File: src/rtl/mems_pkg.sv
// Shared constants for the MEMS mirror DAC path: word width, SPI timing
// defaults and the DAC command words used to bring the converter up.
package mems_pkg;

  localparam int MEMS_DAC_W      = 24;
  localparam int MEMS_CLK_DIV    = 4;
  localparam int MEMS_GAP_CYCLES = 2;

  // DAC command words (soft reset, internal reference enable)
  localparam logic [23:0] DAC_CMD_SOFT_RESET = 24'h280001;
  localparam logic [23:0] DAC_CMD_VREF_INT   = 24'h380000;

  // Width of a down-counter that must hold values up to max(a,b)-1.
  // Never narrower than one bit so the divide-by-one case still has a counter.
  function automatic int cnt_width(input int a, input int b);
    int m;
    m = (a > b) ? a : b;
    return (m > 1) ? $clog2(m) : 1;
  endfunction

endpackage

File: src/rtl/mems_dac_spi.sv
// SPI transmitter for the MEMS mirror DAC. Accepts one command word per
// start pulse and shifts it MSB-first on SYNC_n/SCLK/MOSI, holding busy
// until the frame and the inter-frame gap have completed.
module mems_dac_spi
  import mems_pkg::*;
#(
  parameter int DATA_W     = MEMS_DAC_W,
  parameter int CLK_DIV    = MEMS_CLK_DIV,
  parameter int GAP_CYCLES = MEMS_GAP_CYCLES
) (
  input  logic              clk,
  input  logic              rst,
  input  logic              start,
  input  logic [DATA_W-1:0] data_in,
  output logic              busy,
  output logic              done,
  output logic              spi_sync_n,
  output logic              spi_sclk,
  output logic              spi_mosi
);

  localparam int CNT_W = cnt_width(CLK_DIV, GAP_CYCLES);
  localparam int BIT_W = $clog2(DATA_W) + 1;

  localparam logic [CNT_W-1:0] DIV_RELOAD = CNT_W'(CLK_DIV - 1);
  localparam logic [CNT_W-1:0] GAP_RELOAD = CNT_W'(GAP_CYCLES - 1);
  localparam logic [CNT_W-1:0] CNT_ZERO   = CNT_W'(0);
  localparam logic [CNT_W-1:0] CNT_ONE    = CNT_W'(1);
  localparam logic [BIT_W-1:0] BIT_ONE    = BIT_W'(1);
  localparam logic [BIT_W-1:0] BIT_LAST   = BIT_W'(DATA_W);

  typedef enum logic [2:0] {
    ST_IDLE  = 3'd0,
    ST_SETUP = 3'd1,
    ST_SHIFT = 3'd2,
    ST_HOLD  = 3'd3,
    ST_GAP   = 3'd4
  } state_t;

  state_t              state_q;
  logic [CNT_W-1:0]    cnt_q;     // phase counter, counts down to zero
  logic [BIT_W-1:0]    bit_q;     // SCLK falling edges issued in this frame
  logic [DATA_W-1:0]   shreg_q;   // current bit always sits at the MSB
  logic                busy_q;
  logic                done_q;
  logic                sync_n_q;
  logic                sclk_q;
  logic                mosi_q;

  // Frame sequencer: phase timing, bit shifting and all registered bus outputs
  always_ff @(posedge clk or posedge rst) begin
    if (rst) begin
      state_q  <= ST_IDLE;
      cnt_q    <= CNT_ZERO;
      bit_q    <= '0;
      shreg_q  <= '0;
      busy_q   <= 1'b0;
      done_q   <= 1'b0;
      sync_n_q <= 1'b1;
      sclk_q   <= 1'b1;
      mosi_q   <= 1'b0;
    end else begin
      done_q <= 1'b0;
      case (state_q)
        ST_IDLE: begin
          if (start) begin
            shreg_q  <= data_in;
            busy_q   <= 1'b1;
            sync_n_q <= 1'b0;
            mosi_q   <= data_in[DATA_W-1];
            cnt_q    <= DIV_RELOAD;
            state_q  <= ST_SETUP;
          end
        end

        // SYNC_n low, SCLK still high: DAC setup time before the first fall
        ST_SETUP: begin
          if (cnt_q == CNT_ZERO) begin
            sclk_q  <= 1'b0;
            bit_q   <= BIT_ONE;
            cnt_q   <= DIV_RELOAD;
            state_q <= ST_SHIFT;
          end else begin
            cnt_q <= cnt_q - CNT_ONE;
          end
        end

        // Low phase ends with a rising edge that advances MOSI; high phase
        // ends with the next falling edge or, after the last bit, HOLD.
        ST_SHIFT: begin
          if (cnt_q != CNT_ZERO) begin
            cnt_q <= cnt_q - CNT_ONE;
          end else if (!sclk_q) begin
            sclk_q  <= 1'b1;
            mosi_q  <= shreg_q[DATA_W-2];
            shreg_q <= {shreg_q[DATA_W-2:0], 1'b0};
            cnt_q   <= DIV_RELOAD;
          end else if (bit_q == BIT_LAST) begin
            cnt_q   <= DIV_RELOAD;
            state_q <= ST_HOLD;
          end else begin
            sclk_q <= 1'b0;
            bit_q  <= bit_q + BIT_ONE;
            cnt_q  <= DIV_RELOAD;
          end
        end

        // SYNC_n held low after the last bit, then the frame is closed
        ST_HOLD: begin
          if (cnt_q == CNT_ZERO) begin
            sync_n_q <= 1'b1;
            mosi_q   <= 1'b0;
            cnt_q    <= GAP_RELOAD;
            state_q  <= ST_GAP;
          end else begin
            cnt_q <= cnt_q - CNT_ONE;
          end
        end

        // Minimum SYNC_n-high time before another frame may begin
        ST_GAP: begin
          if (cnt_q == CNT_ZERO) begin
            busy_q  <= 1'b0;
            done_q  <= 1'b1;
            state_q <= ST_IDLE;
          end else begin
            cnt_q <= cnt_q - CNT_ONE;
          end
        end

        // Unreachable encodings: park the bus in its idle levels
        default: begin
          state_q  <= ST_IDLE;
          cnt_q    <= CNT_ZERO;
          busy_q   <= 1'b0;
          sync_n_q <= 1'b1;
          sclk_q   <= 1'b1;
          mosi_q   <= 1'b0;
        end
      endcase
    end
  end

  assign busy       = busy_q;
  assign done       = done_q;
  assign spi_sync_n = sync_n_q;
  assign spi_sclk   = sclk_q;
  assign spi_mosi   = mosi_q;

endmodule

File: config.mk
export PLATFORM = sky130hd
export DESIGN_NAME = mems_dac_spi
export DESIGN_NICKNAME = d
export VERILOG_FILES = /design/src/rtl/mems_pkg.sv /design/src/rtl/mems_dac_spi.sv
export SDC_FILE = /design/constraint.sdc
export NUM_CORES = 1
export LEC_CHECK = 0
export CAP_MARGIN = 10
export CORE_ASPECT_RATIO = 0.5
export CORE_MARGIN = 4
export CORE_UTILIZATION = 48
export CTS_CLUSTER_DIAMETER = 200
export CTS_CLUSTER_SIZE = 12
export DETAILED_ROUTE_END_ITERATION = 8
export GPL_ROUTABILITY_DRIVEN = 1
export GPL_TIMING_DRIVEN = 0
export PLACE_DENSITY = 0.82
export SETUP_SLACK_MARGIN = 0.1
export SYNTH_ARGS = -nofsm -noshare
export SYNTH_HDL_FRONTEND = slang
export SYNTH_SLANG_ARGS = --single-unit
File: constraint.sdc
create_clock -name clk -period 1.75 [get_ports clk]
set_clock_uncertainty 0.1 [all_clocks]
set_input_delay 0.175 -clock clk [delete_from_list [all_inputs] [get_ports clk]]
set_output_delay 0.175 -clock clk [all_outputs]
set_load 0.02 [all_outputs]
== Word level (Yosys, flattened, before mapping) ==
Cells that the tools add are included.
Word-level totals
  bits in registers: 39
  output and inout port bits: 5
  input bits: 27
  logic and storage cells: 86
Operators by class
  multiplexer cells: 39
  reductions and logical operators: 17
  eq/ne operators: 15
  bitwise logic cells: 4
  $add $sub $neg: 2
Operator list (count)
  2-to-1 mux 23 bit: 3
  case mux 23 bit (2 select lines): 1
  2-to-1 mux 6 bit: 4
  2-to-1 mux 3 bit: 7
  inequality test 2 bit (second input constant): 10
  case mux 3 bit (5 select lines): 1
  2-to-1 mux 1 bit: 12
  case mux 6 bit (2 select lines): 1
  2-to-1 mux 2 bit: 5
  case mux 2 bit (5 select lines): 1
  AND reduction 5 bit: 2
  case mux 1 bit (3 select lines): 3
  AND reduction 3 bit: 3
  OR reduction 3 bit: 3
  AND reduction 7 bit: 1
  adder 6 x 1 -> 6 bit (second input constant): 1
  equality test 3 x 2 -> 1 bit (second input constant): 2
  equality test 6 x 5 -> 1 bit (second input constant): 1
  nonzero test 2 bit: 3
  NOT 1 bit: 4
  case mux 1 bit (4 select lines): 1
  AND reduction 4 bit: 1
  equality test 3 x 1 -> 1 bit (second input constant): 1
  equality test 3 bit (second input constant): 1
  other kinds (5): 5

== Depth between registers and ports, before layout ==
Gate-level depths: netlist of run 1.
  depth after elaboration: 5
  gate-level depth with buffers: 7
  mapped depth without buffers: 6

== Worst setup path before layout of run 1 ==
Ideal clock, no wire load.
  path type: reg2reg
  from: reg bit_q[0]
  to: reg bit_q[0]
  path buffers: 0
  arrival: 1638 ps
  setup slack: -113 ps
  cell stages (with the launch flop): 6
  library setup time: 125 ps
  period minus slack after synthesis: 1863 ps
  cells stage by stage: dfrtp_1 > inv_1 > ha_1 > or4b_4 > o41a_1 > mux2_4
Between the ends
  longest elaborated chain between the ends: 5
  elaborated cells between the ends (all ways): 8
  classes of those cells: 1 x add/sub; 2 x eq/ne; 4 x mux; 1 x reduce/logical
Ends and longest elaborated chain
  start, declared: line mems_dac_spi.sv:42  | logic [BIT_W-1:0] bit_q;
  start signal, assigned: line mems_dac_spi.sv:103  | bit_q <= bit_q + BIT_ONE;
  adder 6 x 1 -> 6 bit: line mems_dac_spi.sv:103
  2-to-1 mux 6 bit: line mems_dac_spi.sv:98  | end else if (bit_q == BIT_LAST) begin
  2-to-1 mux 6 bit: line mems_dac_spi.sv:93  | end else if (!sclk_q) begin
  2-to-1 mux 6 bit: line mems_dac_spi.sv:91  | if (cnt_q != CNT_ZERO) begin
  case mux 6 bit (2 select lines): line mems_dac_spi.sv:64  | case (state_q)
Several ways; a longest one is shown, not always the timed one. The select of a mux whose other input is x is not followed.
A chain may end at the register's enable or synchronous reset.

== Worst setup path after layout of run 1 ==
  from: reg bit_q[1]
  to: reg bit_q[0]
Between the ends
  longest elaborated chain between the ends: 3
Ends and longest elaborated chain (line)
  equality test 6 x 5 -> 1 bit: mems_dac_spi.sv:98
  inequality test 2 bit (no source line)
  AND reduction 5 bit (no source line)
No other way between the ends.

==> impl_metrics.xml, run 1 <==
<?xml version="1.0" encoding="UTF-8"?>
<metrics>
  <group name="synthesis">
    <metric name="synth_seq_area_share" unit="%">48.09</metric>
    <metric name="synthFlopType" unit="">dfrtp_1</metric>
    <metric name="syn_area_per_cell" unit="um^2">9.463</metric>
    <metric name="async_reset_ff_share" unit="%">100.0</metric>
    <metric name="yosys.cell_types.count" unit="">35</metric>
    <metric name="syn-instance-count" unit="">215</metric>
    <metric name="yosysWarnings" unit="">0</metric>
    <metric name="synth_enable_flop_cells" unit="">0</metric>
    <metric name="synth.ff_latch_count" unit="">39</metric>
    <metric name="synth_nets" unit="">247</metric>
    <metric name="syn-cell-area" unit="um^2">2034</metric>
  </group>
  <group name="routing">
    <metric name="vias_per_cell" unit="">5.827</metric>
    <metric name="drcViolationCount" unit="">0</metric>
    <metric name="wl_cell" unit="um">18.76</metric>
    <metric name="antenna_viol_nets_final" unit="">0</metric>
    <metric name="detail_route.first_pass.iterations" unit="">4</metric>
    <metric name="drt_iter0_drc" unit="">113</metric>
    <metric name="routed_wirelength" unit="mm">6.303</metric>
    <metric name="num_vias" unit="">1958</metric>
  </group>
  <group name="worst_setup_path">
    <metric name="endpoint_kind" unit="">flip-flop</metric>
    <metric name="setup.worst_path.start_class" unit="">flip-flop</metric>
    <metric name="critical_path_required" unit="ns">1.83</metric>
    <metric name="worst_path_max_delay_cell" unit="">or4b_4</metric>
    <metric name="crit_chain" unit="">inv_2 &gt; ha_4 &gt; or4b_4 &gt; o41a_1 &gt; mux2_4</metric>
    <metric name="worstPathArrival" unit="ns">1.99</metric>
    <metric name="max_stage_delay" unit="ns">0.46</metric>
    <metric name="criticalPathCategory" unit="">flip-flop to flip-flop</metric>
    <metric name="crit_path_max_fanout" unit="">2</metric>
  </group>
  <group name="sta">
    <metric name="finalSetupTns" unit="ns">-1.685</metric>
    <metric name="finalCritPeriodShare" unit="%">109.0</metric>
    <metric name="timing.final.hold_violations" unit="">0</metric>
    <metric name="setup_repair_after_global_routing_missed_its_margin" unit="">yes</metric>
    <metric name="fmaxAchievable" unit="GHz">0.5241</metric>
    <metric name="worst-slew-pin-transition" unit="ns">0.7907</metric>
    <metric name="timing.max_slew.rel_slack" unit="%">47.21</metric>
    <metric name="final-setup-viol-count" unit="">24</metric>
    <metric name="fin_crit" unit="ns">1.908</metric>
    <metric name="layout_setup_ws" unit="ns">-0.1580</metric>
    <metric name="slew_viol_final" unit="">0</metric>
  </group>
  <group name="job">
    <metric name="max-cap-violations" unit="">0</metric>
  </group>
  <group name="die">
    <metric name="floorplan.initialDensity" unit="%">51.07</metric>
    <metric name="io-pin-count" unit="">32</metric>
    <metric name="design.core.area" unit="um^2">3984</metric>
    <metric name="die_y" unit="um">54.04</metric>
    <metric name="die_w" unit="um">100.1</metric>
    <metric name="floorplan.die_area" unit="um^2">5407</metric>
    <metric name="core.rowCount" unit="">16</metric>
  </group>
  <group name="cts">
    <metric name="cts-buffers-inserted" unit="">5</metric>
    <metric name="cts.sink_count" unit="">39</metric>
    <metric name="cts_hold_buf" unit="">0</metric>
    <metric name="cts_tree" unit="">yes</metric>
    <metric name="worst_skew_pair.late_latency" unit="ns">0.30</metric>
    <metric name="cts_root_buffer_type" unit="">clkbuf_8</metric>
    <metric name="max_h_tree_level" unit="">2</metric>
    <metric name="clk_pin_slew" unit="ns">0.08</metric>
    <metric name="ctsLongestPathBuffers" unit="">2</metric>
  </group>
  <group name="pwr">
    <metric name="vdd_drop_max" unit="uV">847.6</metric>
    <metric name="p_leak" unit="uW">0.001235</metric>
    <metric name="pwr_density_cell" unit="nW/um^2">1745</metric>
    <metric name="total_power" unit="uW">5374</metric>
  </group>
  <group name="status">
    <metric name="run_status" unit="">finished, violations left</metric>
    <metric name="failing_checks" unit="">setup timing</metric>
  </group>
  <group name="final_layout">
    <metric name="final_layout_size_suffix_gt1_share" unit="%">40.78</metric>
    <metric name="final_design_area_no_fill" unit="um^2">3079</metric>
    <metric name="antenna-diode-count" unit="">0</metric>
    <metric name="layout.cells.most_common_list" unit="">dfrtp_1, clkdlybuf4s50_1, buf_4</metric>
    <metric name="syn2layout_area_growth" unit="%">51.35</metric>
    <metric name="final_common_cell" unit="">dfrtp_1</metric>
    <metric name="final_nets" unit="">313</metric>
  </group>
  <group name="worst_hold_path">
    <metric name="min-delay-path-class" unit="">input port to async pin</metric>
  </group>
  <group name="global_route">
    <metric name="grt_usage" unit="%">20.85</metric>
    <metric name="final_global_route_overflow_total" unit="">0</metric>
    <metric name="grt_first_pass_wirelength" unit="mm">8.735</metric>
    <metric name="pin_count_of_the_biggest_net_entering_global_routing" unit="">40</metric>
    <metric name="first_global_vias" unit="">1883</metric>
    <metric name="antenna_violations_before_repair" unit="">0</metric>
  </group>
  <group name="placement">
    <metric name="post_dp_area" unit="um^2">2426</metric>
    <metric name="gp_congestion" unit="">0.9130</metric>
    <metric name="sum_of_net_half_perimeters_after_detailed_placement" unit="mm">3.196</metric>
    <metric name="placement.io_buffers" unit="">31</metric>
  </group>
</metrics>
-- cells by family (layout without fill, tap and decap cells) --
family	after synthesis	after routing	synth area share (%)
multiplexers	24	24	12.05
adder cells (fa/ha/maj)	5	5	3.075
buffers and inverters	22	89	4.489
flip-flops	39	39	48.09
AND/OR/NAND/NOR	68	68	15.62
XOR/XNOR	1	1	0.4306
AO/OA/AOI/OAI	56	56	16.24
-- flip-flops by register name, indices dropped and copies added (netlist names) --
| register | flops |
|---|---|
| busy | 1 |
| state_q | 3 |
| bit_q | 6 |
| spi_sync_n | 1 |
| spi_sclk | 1 |
| done | 1 |
| shreg_q | 23 |
| spi_mosi | 1 |
| cnt_q | 2 |
-- what timing repair did --
action	CTS	global route
pin swaps	2	8
resized for setup	44	70
gates cloned	4	0
setup buffers	16	9
setup endpoints to repair	34	36
-- worst max-delay path: cells and delay by family (launching register included) --
family / cells / cell delay [ns]
adders and majority gates: 1 / 0.12
AOI/OAI and AO/OA: 1 / 0.36
DFF: 1 / 0.40
muxes: 1 / 0.27
buffers and inverters: 1 / 0.09
and+or+nand+nor: 1 / 0.46
-- metal layers --
metal	global-route usage [%]	vias to the layer above	share of wire [%]	routed length (um)
met1	26.57	956	43	2709
met2	35.54	101	48	3049
met5	0	-	0	0
met4	8.277	0	2.4	153
met3	4.528	23	6.2	390
li1	-	878	-	-
-- synthesized netlist by cell type (5+ instances only) --
cell / number / area (um^2)
a21oi_1: 26 / 130.1
mux2i_1: 23 / 230.2
inv_1: 9 / 33.78
nand2_1: 14 / 52.55
o21ai_0: 16 / 80.08
nor3_1: 5 / 25.02
nor2_1: 31 / 116.4
dfrtp_1: 37 / 925.9
buf_2: 7 / 35.03
clkbuf_1: 6 / 22.52
ha_1: 5 / 62.56
-- cell type report --
type | instances | area, um^2
Timing Repair Buffer | 59 | 550.5
Clock inverter | 1 | 5.005
Fill cell | 208 | 904.6
Inverter | 9 | 33.78
Clock buffer | 7 | 76.32
Sequential cell | 39 | 979.7
Tap cell | 54 | 67.56
Buffer | 13 | 132.6
Multi-Input combinational cell | 154 | 1234
-- power by group --
part	switching [uW]	leakage [uW]	total, uW	internal [uW]
Combinational	1580	0.000744	3090	1510
Clock	325	0.0000422	605	280
Sequential	377	0.000449	1680	1310
Total	2280	0.00123	5370	3090
-- stage by stage --
stage	setup slack [ns]	cells	hold slack [ns]	util (%)
after floorplan	-0.09646	215	0.2169	-
after global placement	-0.2500	300	0.3628	60.90
after CTS	-0.1116	328	0.2722	70.01
final	-0.1580	336	0.2415	77.29
after detailed placement	-0.2701	300	0.3688	60.90
after global routing	-0.1837	336	0.3151	77.29
-- final timing paths --
path	start	endpoint	slack, ns	cells past startpoint
setup / recovery	bit_q[1]	bit_q[0]	-0.16	5
hold / removal	rst	state_q[2]	0.24	2
setup reg to reg	bit_q[1]	bit_q[0]	-0.16	5
hold reg to reg	bit_q[5]	bit_q[5]	0.40	1
max in group asynchronous	rst	state_q[0]	0.77	2
min in group clk	data_in[0]	shreg_q[0]	0.37	3
(Power assumes the default switching activity.)
==> run 2: changes to the inputs <==
--- a/config.mk
+++ b/config.mk
@@ -6,16 +6,19 @@
 export NUM_CORES = 1
 export LEC_CHECK = 0
 export CAP_MARGIN = 10
+export CELL_PAD_IN_SITES_DETAIL_PLACEMENT = 1
+export CELL_PAD_IN_SITES_GLOBAL_PLACEMENT = 1
 export CORE_ASPECT_RATIO = 0.5
 export CORE_MARGIN = 4
-export CORE_UTILIZATION = 48
+export CORE_UTILIZATION = 37
 export CTS_CLUSTER_DIAMETER = 200
 export CTS_CLUSTER_SIZE = 12
 export DETAILED_ROUTE_END_ITERATION = 8
 export GPL_ROUTABILITY_DRIVEN = 1
 export GPL_TIMING_DRIVEN = 0
-export PLACE_DENSITY = 0.82
+export PLACE_DENSITY = 0.83
 export SETUP_SLACK_MARGIN = 0.1
+export SKIP_LAST_GASP = 1
 export SYNTH_ARGS = -nofsm -noshare
 export SYNTH_HDL_FRONTEND = slang
 export SYNTH_SLANG_ARGS = --single-unit
==> impl_metrics.xml, run 2 (synthesized netlist as in run 1, its figures left out) <==
<?xml version="1.0" encoding="UTF-8"?>
<metrics>
  <group name="pwr">
    <metric name="pwr_density_cell" unit="nW/um^2">1851</metric>
    <metric name="clockPowerShare" unit="%">10.8</metric>
    <metric name="comb_power_share" unit="%">60.3</metric>
    <metric name="pwr-share-seq" unit="%">28.9</metric>
    <metric name="vdd_drop_max" unit="uV">942.7</metric>
    <metric name="p_leak" unit="uW">0.001311</metric>
    <metric name="total_power" unit="uW">6146</metric>
    <metric name="swShare" unit="%">44.86</metric>
    <metric name="netSwitchingPower" unit="uW">2757</metric>
    <metric name="p_int" unit="uW">3389</metric>
  </group>
  <group name="sta">
    <metric name="final-setup-viol-count" unit="">30</metric>
    <metric name="fmaxAchievable" unit="GHz">0.4961</metric>
    <metric name="setup_repair_after_global_routing_missed_its_margin" unit="">yes</metric>
    <metric name="finalSetupTns" unit="ns">-3.610</metric>
    <metric name="timing.max_slew.rel_slack" unit="%">42.21</metric>
    <metric name="worst-slew-pin-transition" unit="ns">0.8655</metric>
    <metric name="timing.final.hold_violations" unit="">0</metric>
    <metric name="layout_setup_ws" unit="ns">-0.2659</metric>
    <metric name="fin_crit" unit="ns">2.016</metric>
    <metric name="fin_hold_ws" unit="ns">0.3026</metric>
    <metric name="finalCritPeriodShare" unit="%">115.2</metric>
    <metric name="slew_viol_final" unit="">0</metric>
  </group>
  <group name="cts">
    <metric name="worst_skew_pair.late_latency" unit="ns">0.31</metric>
    <metric name="cts-buffers-inserted" unit="">5</metric>
    <metric name="cts_hold_buf" unit="">0</metric>
    <metric name="ctsLongestPathBuffers" unit="">2</metric>
    <metric name="cts_tree" unit="">yes</metric>
    <metric name="clk_pin_slew" unit="ns">0.09</metric>
    <metric name="cts_root_buffer_type" unit="">clkbuf_8</metric>
    <metric name="cts.sink_count" unit="">39</metric>
    <metric name="max_h_tree_level" unit="">2</metric>
  </group>
  <group name="routing">
    <metric name="drt_iter0_drc" unit="">90</metric>
    <metric name="antenna_viol_nets_final" unit="">0</metric>
    <metric name="vias_per_cell" unit="">5.702</metric>
    <metric name="drcViolationCount" unit="">0</metric>
    <metric name="wl_cell" unit="um">24.88</metric>
    <metric name="num_vias" unit="">2070</metric>
    <metric name="detail_route.first_pass.iterations" unit="">4</metric>
    <metric name="routed_wirelength" unit="mm">9.031</metric>
  </group>
  <group name="die">
    <metric name="design.core.area" unit="um^2">5112</metric>
    <metric name="io-pin-count" unit="">32</metric>
    <metric name="core.rowCount" unit="">18</metric>
    <metric name="die_w" unit="um">112.9</metric>
    <metric name="floorplan.die_area" unit="um^2">6821</metric>
    <metric name="floorplan.initialDensity" unit="%">39.79</metric>
    <metric name="die_y" unit="um">60.44</metric>
  </group>
  <group name="worst_setup_path">
    <metric name="crit_path_max_fanout" unit="">2</metric>
    <metric name="critical_path_required" unit="ns">1.84</metric>
    <metric name="worstPathArrival" unit="ns">2.11</metric>
    <metric name="crit_chain" unit="">inv_2 &gt; ha_4 &gt; or4b_4 &gt; o41a_1 &gt; mux2_4</metric>
    <metric name="worst_path_max_delay_cell" unit="">or4b_4</metric>
    <metric name="endpoint_kind" unit="">flip-flop</metric>
    <metric name="max_stage_delay" unit="ns">0.46</metric>
    <metric name="setup.worst_path.start_class" unit="">flip-flop</metric>
    <metric name="ff2ff_setup_slack" unit="ns">-0.27</metric>
    <metric name="criticalPathCategory" unit="">flip-flop to flip-flop</metric>
  </group>
  <group name="global_route">
    <metric name="grt_first_pass_wirelength" unit="mm">11.49</metric>
    <metric name="antenna_violations_before_repair" unit="">0</metric>
    <metric name="first_global_vias" unit="">2132</metric>
    <metric name="pin_count_of_the_biggest_net_entering_global_routing" unit="">40</metric>
    <metric name="final_global_route_overflow_total" unit="">0</metric>
    <metric name="grt_usage" unit="%">21.87</metric>
  </group>
  <group name="worst_hold_path">
    <metric name="min-delay-path-class" unit="">input port to async pin</metric>
  </group>
  <group name="placement">
    <metric name="gp_congestion" unit="">0.8207</metric>
    <metric name="dpl.cell_count" unit="">316</metric>
    <metric name="sum_of_net_half_perimeters_after_detailed_placement" unit="mm">3.730</metric>
    <metric name="setup_slack_after_placement" unit="ns">-0.3181</metric>
    <metric name="placement.io_buffers" unit="">31</metric>
  </group>
  <group name="final_layout">
    <metric name="fin_cells" unit="">363</metric>
    <metric name="largest-register" unit="">shreg_q</metric>
    <metric name="final_nets" unit="">324</metric>
    <metric name="largest_register_ffs" unit="">23</metric>
    <metric name="syn2layout_area_growth" unit="%">63.22</metric>
    <metric name="layout.cells.most_common_list" unit="">buf_4, dfrtp_1, clkdlybuf4s50_1</metric>
    <metric name="final_layout_size_suffix_gt1_share" unit="%">46.42</metric>
    <metric name="antenna-diode-count" unit="">0</metric>
    <metric name="largestRegisters" unit="">shreg_q: 23 flops, bit_q: 6 flops, state_q: 3 flops</metric>
  </group>
  <group name="status">
    <metric name="failing_checks" unit="">setup timing</metric>
    <metric name="run_status" unit="">finished, violations left</metric>
  </group>
  <group name="job">
    <metric name="max-cap-violations" unit="">0</metric>
  </group>
</metrics>
==> run 2: cell count changes in the layout (fill, tap and decap cells not counted), moves of 3 or more <==
cell and change:
buf_4 +11, nor2_4 +9, nor2_1 -5, nor2_2 -4, o21ai_0 -4, o21ai_1 +4, a21oi_1 -3
==> run 2: cell type report <==
cell class	count	area (um^2)
buffer	13	161.4
clock buffer	5	68.82
clock inverter	3	20.02
fill	520	1792
inverter	9	33.78
multi-input combinational	154	1314
sequential	39	982.2
tap	70	87.58
timing repair buffer	70	653.1
==> run 2: metrics by stage <==
stage	util, %	area (um^2)
after floorplan	-	2048
after global placement	47.85	2446
after detailed placement	47.85	2446
after CTS	57.37	2933
after global routing	64.95	3321
final	64.95	3321
==> run 2: routing by layer <==
layer,track usage (%),share of wire [%],vias to the layer above
li1,-,-,898
met3,3.586,5.4,25
met5,0,0,-
met2,40.74,49,76
met1,27.63,42,1071
met4,4.623,3.1,0
==> run 2: repair_timing <==
item | in CTS | in global routing
setup endpoints to repair | 36 | 35
resized for setup | 55 | 84
pin swaps | 7 | 8
gates cloned | 4 | 1
setup buffers | 24 | 10
==> run 2: power by group through the flow <==
stage / combinational, uW / sequential (uW) / clock, uW
after floorplan: 1370 / 1550 / 0
after global placement: 1820 / 1550 / 0
after detailed placement: 1920 / 1580 / 0
after CTS: 2660 / 1580 / 643
after global routing: 3930 / 1810 / 703
final: 3710 / 1780 / 661
==> run 2: final timing paths <==
kind                                 start           to  cells past startpoint
worst min register to register    bit_q[5]     bit_q[5]                      1
max in group asynchronous              rst   state_q[2]                      2
min in group clk                data_in[0]   shreg_q[0]                      3
worst max-delay path              bit_q[0]     bit_q[0]                      5
worst max register to register    bit_q[0]     bit_q[0]                      5
worst min-delay path                   rst  shreg_q[15]                      2
==> run 2: worst max-delay path, delay by kind of cell, from the launching register on <==
family          cells  cell delay [ns]
buf+inv             1             0.09
compound gates      1             0.43
flops               1             0.41
mux                 1             0.28
simple gates        1             0.46
fa+ha+maj           1             0.13
